[src/rtl/fifo_rd_stream.sv]
// Read-side drain stage of the async FIFO: pops against fifo_empty, lands the registered
// read data in a small prefetch ring and replays it as a valid/ready stream.
module fifo_rd_stream #(
    parameter int DATA_W = 8,
    parameter int DEPTH  = 3,
    parameter int CNT_W  = 16
) (
    input  logic              rclk,
    input  logic              rrst_n,
    input  logic              fifo_empty,
    input  logic [DATA_W-1:0] fifo_data,
    output logic              fifo_r_en,
    input  logic              flush,
    output logic              m_valid,
    input  logic              m_ready,
    output logic [DATA_W-1:0] m_data,
    output logic [CNT_W-1:0]  word_cnt
);

    localparam int PTR_W = (DEPTH > 1) ? $clog2(DEPTH) : 1;
    localparam int OCC_W = $clog2(DEPTH + 1);
    localparam logic [PTR_W-1:0] PTR_LAST = PTR_W'(DEPTH - 1);
    localparam logic [OCC_W:0]   OCC_CAP  = (OCC_W + 1)'(DEPTH);

    logic [DATA_W-1:0] buffer [DEPTH];
    logic [PTR_W-1:0]  rd_ptr;
    logic [PTR_W-1:0]  wr_ptr;
    logic [OCC_W-1:0]  occ;
    logic [OCC_W-1:0]  occ_next;
    logic              inflight_q;
    logic [OCC_W:0]    pending;
    logic              arrive;
    logic              xfer;

    function automatic logic [PTR_W-1:0] next_ptr(input logic [PTR_W-1:0] p);
        return (p == PTR_LAST) ? '0 : p + PTR_W'(1);
    endfunction

    // Words already buffered plus the one in flight reserve space, so occ can never overflow.
    assign pending   = {1'b0, occ} + {{OCC_W{1'b0}}, inflight_q};
    assign fifo_r_en = rrst_n & ~flush & ~fifo_empty & (pending < OCC_CAP);

    assign m_valid = (occ != '0) & ~flush;
    assign m_data  = buffer[rd_ptr];
    assign xfer    = m_valid & m_ready;
    assign arrive  = inflight_q & ~flush;

    always_comb begin
        occ_next = occ;
        unique case ({arrive, xfer})
            2'b10:   occ_next = occ + OCC_W'(1);
            2'b01:   occ_next = occ - OCC_W'(1);
            default: occ_next = occ;
        endcase
    end

    always_ff @(posedge rclk or negedge rrst_n) begin
        if (!rrst_n) begin
            occ        <= '0;
            inflight_q <= 1'b0;
            rd_ptr     <= '0;
            wr_ptr     <= '0;
        end else if (flush) begin
            occ        <= '0;
            inflight_q <= 1'b0;
            rd_ptr     <= '0;
            wr_ptr     <= '0;
        end else begin
            occ        <= occ_next;
            inflight_q <= fifo_r_en;
            if (arrive) wr_ptr <= next_ptr(wr_ptr);
            if (xfer)   rd_ptr <= next_ptr(rd_ptr);
        end
    end

    always_ff @(posedge rclk or negedge rrst_n) begin
        if (!rrst_n) begin
            for (int i = 0; i < DEPTH; i++) buffer[i] <= '0;
        end else if (arrive) begin
            buffer[wr_ptr] <= fifo_data;
        end
    end

    // Flush leaves the delivered count alone; only reset clears it.
    always_ff @(posedge rclk or negedge rrst_n) begin
        if (!rrst_n) begin
            word_cnt <= '0;
        end else if (xfer) begin
            word_cnt <= word_cnt + CNT_W'(1);
        end
    end

    occ_bounded: assert property (@(posedge rclk) disable iff (!rrst_n) {1'b0, occ} <= OCC_CAP)
        else $error("occupancy above DEPTH");
    no_pop_in_flush: assert property (@(posedge rclk) disable iff (!rrst_n) flush |-> !fifo_r_en)
        else $error("pop issued during flush");

endmodule

[config.mk]
export PLATFORM = sky130hd
export DESIGN_NAME = fifo_rd_stream
export DESIGN_NICKNAME = d
export VERILOG_FILES = /design/src/rtl/fifo_rd_stream.sv
export SDC_FILE = /design/constraint.sdc
export NUM_CORES = 1
export LEC_CHECK = 0
export CAP_MARGIN = 25
export CORE_MARGIN = 1.5
export CORE_UTILIZATION = 55
export CTS_CLUSTER_DIAMETER = 40
export CTS_CLUSTER_SIZE = 24
export DETAILED_ROUTE_END_ITERATION = 10
export PLACE_DENSITY = 0.86
export SLEW_MARGIN = 15
export SYNTH_ARGS = -nofsm -noshare
export SYNTH_HDL_FRONTEND = slang
export SYNTH_SLANG_ARGS = --single-unit
[constraint.sdc]
create_clock -name rclk -period 4.9 [get_ports rclk]
set_clock_uncertainty 0.15 [all_clocks]
set_input_delay 0.98 -clock rclk [delete_from_list [all_inputs] [get_ports rclk]]
set_output_delay 0.98 -clock rclk [all_outputs]
set_load 0.03 [all_outputs]
Word level (Yosys, flattened, before mapping)

Index checks and enable logic that the tools add are counted.

Flip-flop bits (word level): 47
Bits in latches: 0
Memory bits (writable): 0
Memory bits (read-only): 0
Input port bits: 13
Output and inout bits: 26
Memories kept: 0

$add $sub $neg: 6
$mul: 0
Divide/modulo/power cells: 0
Order comparisons: 4
Equality and inequality tests: 4
Shift operators: 0
Muxes and demuxes: 15
Bitwise logic cells: 10
Reduce and logical (&&, ||, !) cells: 5

Operators by type and width:

| operator                | number |
|---|---|
| $bwmux W24              | 1 |
| $mux W8                 | 3 |
| $add A16 B1 Y16 const B | 1 |
| $bmux W8 S2             | 1 |
| $demux W8 S2            | 1 |
| $mux W2                 | 7 |
| $add A2 B1 Y2 const B   | 3 |
| $and A1 B1 Y1           | 6 |
| $eq A2 B2 Y1 const B    | 3 |
| $ge A3 B3 Y1 const B    | 2 |
| $not A2 Y3              | 2 |
| $reduce_bool A2 Y1      | 3 |
| $pmux W2 S2             | 1 |
| $add A2 B1 Y3           | 1 |
| $lt A3 B1 Y1 const B    | 1 |
| $lt A3 B2 Y1 const B    | 1 |
| $reduce_bool A3 Y1      | 1 |
| $eq A2 B1 Y1 const B    | 1 |
| $not A1 Y1              | 2 |
| $sub A2 B1 Y2 const B   | 1 |
| $logic_and A1 B1 Y1     | 1 |
| $mux W1                 | 1 |

Longest topological paths before layout

Word-level depth: 6
Gate-level depth with buffers: 6

Worst setup path before layout

No wires, ideal clock.

Path type: in2out
From: input port flush
To: output port fifo_r_en
Arrival: 2.161 ns
Data required time: 3.770 ns
Path slack: 1.609 ns
Stages: 2
Path buffers: 0
Cells stage by stage: or4b_2 -> a21oi_1

Word-level cells in the longest chain between the ends: 4

RTL lines:

| item                       | line | RTL |
|---|---|---|
| start: declaration         | 13   | `input logic flush,` |
| $not A1 Y1                 | 41   | `assign fifo_r_en = rrst_n & ~flush & ~fifo_empty & (pending < OCC_CAP);` |
| $and A1 B1 Y1 (3 in a row) | 41   |  |
| end: declaration           | 12   | `output logic fifo_r_en,` |

No other way between the ends.

Worst setup path in the final report

Ends and elaborated chain as after synthesis.

==> results by group <==
Status
  • Outcome: finished clean

STA
  • Final Max Slew Viols: 0
  • Maximum clock rate: 239 MHz
  • Fin crit period: 4190 ps
  • PnR worst setup slack: 708 ps
  • Slew HR: 0.557
  • # setup viols final: 0
  • Final hold violations: 0
  • Setup TNS: 0 ps
  • Tcrit/Tclk final: 0.855
  • Worst-margin pin slew: 663 ps
  • Unrepaired setup endpoints after global routing: no

Route
  • Drt first-iter violations: 70
  • DRT antenna net count: 0
  • DRC Markers: 0
  • DR vias/cell: 5.50
  • Vias after detailed routing: 1,462
  • Wire per inst: 16.3 µm
  • Detailed Routing Iterations Pass 1: 4
  • Routed wire length: 4.33 mm

Cells and area
  • Area of the multi-input gates: 0.00104 mm²
  • Number of fill cells: 260
  • Layout net count: 231
  • Layout cells sized above 1: 0.241
  • Antenna cell count: 0
  • Area Overhead vs Synth: 21.9%
  • Seq. cell area: 0.00118 mm²
  • Fin cells: 266

Logic synthesis
  • Share of the synthesized area in the top cell type: 0.518
  • Post-synthesis mux area share: 0.173
  • Syn. warnings: 0
  • Syn Inst Count: 176
  • EDFF count, synth: 0
  • Distinct cells, synth: 37
  • Cell Area, Synth: 0.00227 mm²
  • Top post-synthesis cells by area: dfrtp_1 52%, mux2_2 13%, mux2i_1 4.0%
  • Largest area contributor in the netlist: dfrtp_1
  • Seq cells post-synth: 47
  • Avg Cell Area, Syn: 12.9 µm²
  • Sequential area share after synthesis: 0.518
  • Post-synth top flop: dfrtp_1
  • Largest family of logic cells by synthesized area: multiplexers
  • Synth Area in Compound Gates: 0.0496
  • Post-Syn Nets: 192
  • XOR/XNOR Fraction of Synth Area: 0.0683
  • Post-synth ARST share: 1.00
  • Adder-Cell Fraction of Synth Area: 0.0165
  • Post-synthesis simple-gate area fraction: 0.149

Clocking
  • Clock insertion delay at the later pin of the skew report: 290 ps
  • Post-CTS Resized: 0
  • Clock root buffer master: clkbuf_8
  • CTS tree: built
  • Postcts setup bufs: 0
  • Num Clock Sinks: 47
  • H-tree Lvls: 2
  • Reg clk slew, reported paths: 80 ps
  • Cts bufs inserted: 5
  • Hold Buf Count CTS: 0
  • CTS max path bufs: 2

Critical path
  • WP data required: 3770 ps
  • Startpoint Class: primary input
  • Crit path max fanout: 8
  • Path type of the worst setup path: primary input to output pin
  • Worst EP arrival: 3060 ps
  • Crit end category: output pin

Global routing
  • Largest net degree at the start of global routing: 48
  • Initial antenna violation count: 0
  • Gr usage total: 0.209
  • Grt ovf: 0
  • Global-route wire length before repair: 6.94 mm
  • Vias in the first global route: 1,504

Power and ir drop
  • VDD IR max: 0.000275 V
  • Leak pwr: 1.25 nW
  • P per Cell Area: 331 mW/mm²

Die
  • Rows: 23
  • Die Height: 67.3 µm
  • Ports: 39
  • DIE AREA: 0.00453 mm²
  • Initial Util: 0.572
  • Die W: 67.3 µm
  • Area of the core: 0.00397 mm²

Placed design
  • Pre-CTS setup slack: 718 ps
  • Final RePlAce weighted congestion: 0.793
  • HPWL after detailed placement: 3.15 mm
  • Inst Count DP: 258
  • IO Port Bufs: 38

Worst hold path
  • Worst min path class: register to register

Job
  • Max-Cap Viols: 0
[state kept, by name, summed over array words and instances (netlist names)]
register	cells
buffer	24
wr_ptr	2
word_cnt	16
occ	2
inflight_q	1
rd_ptr	2
[stage by stage]
| stage | hold WS [ps] | power [W] | util | instance area (µm²) |
|---|---|---|---|---|
| floorplan | 330 | 0.000582 | - | 2270 |
| global placement | 329 | 0.000665 | 0.672 | 2670 |
| detailed placement | 340 | 0.000679 | 0.672 | 2670 |
| CTS | 352 | 0.000927 | 0.698 | 2770 |
| global route | 383 | 0.000961 | 0.698 | 2770 |
| finish | 350 | 0.000917 | 0.698 | 2770 |
[final cells by class]
type                            count  area share
Sequential cell                    47       0.425
Multi-Input combinational cell    119       0.374
Timing Repair Buffer               39       0.138
Clock buffer                        8      0.0361
Tap cell                           50      0.0226
Inverter                            3     0.00407
[worst paths after layout]
check | startpoint | slack, ps | endpoint | depth (start not counted)
max reg2reg | inflight_q$_DFF_PN0_ | 3000 | inflight_q$_DFF_PN0_ | 4
min in group asynchronous | rrst_n | 630 | buffer[3]$_DFFE_PN0P_ | 2
max in group asynchronous | rrst_n | 3590 | buffer[12]$_DFFE_PN0P_ | 2
max | flush | 710 | fifo_r_en | 4
min | word_cnt[11]$_DFFE_PN0P_ | 350 | word_cnt[11]$_DFFE_PN0P_ | 1
min reg2reg | word_cnt[11]$_DFFE_PN0P_ | 350 | word_cnt[11]$_DFFE_PN0P_ | 1
[power breakdown]
| group | switching [W] | internal, W | leakage (nW) |
|---|---|---|---|
| sequential | 0.0000310 | 0.000428 | 0.631 |
| clock | 0.000120 | 0.000129 | 0.0515 |
| combinational | 0.000108 | 0.000101 | 0.567 |
| total | 0.000260 | 0.000657 | 1.25 |
[cell usage in the layout, fill, tap and decap left out, types with 4 or more instances in the layout]
master	synthesis	layout
mux2i_1	9	9
dfrtp_1	47	47
nand2_1	13	13
and3_1	4	4
clkdlybuf4s50_1	0	37
a21oi_1	4	4
clkbuf_8	0	7
xor2_1	4	4
o21ai_0	10	10
mux2_2	27	27
nor2_1	8	8
xnor2_1	10	10
[cell usage after synthesis (4+ instances only)]
cell type and n:
mux2_2 27, a21oi_1 4, xor2_1 4, nor2_1 8
o21ai_0 10, dfrtp_1 47, mux2i_1 9, xnor2_1 10
and3_1 4, nand2_1 13
[metal layers]
layer | global-route usage | up-vias | share of wire | wire, µm
met5 | 0 | - | 0 | 0
met4 | 0.0714 | 0 | 0.0058 | 25
met3 | 0.0400 | 2 | 0.033 | 144
met2 | 0.374 | 29 | 0.53 | 2290
met1 | 0.251 | 741 | 0.43 | 1860
li1 | - | 690 | - | -
[worst max-delay path, stage by stage]
cell             delay, ps
clkdlybuf4s50_1        530
or4b_2                 730
a21oi_1                140
clkdlybuf4s50_1        680
[kinds of logic (layout without fill, tap and decap cells)]
group	after synthesis	count (layout)
buffers and inverters	10	50
AOI/OAI and AO/OA	18	18
and+or+nand+nor	46	46
DFF	47	47
muxes	36	36
xor gates and xnor gates	16	16
adders and majority gates	3	3
Note: power is estimated with default switching activity, not from simulation.
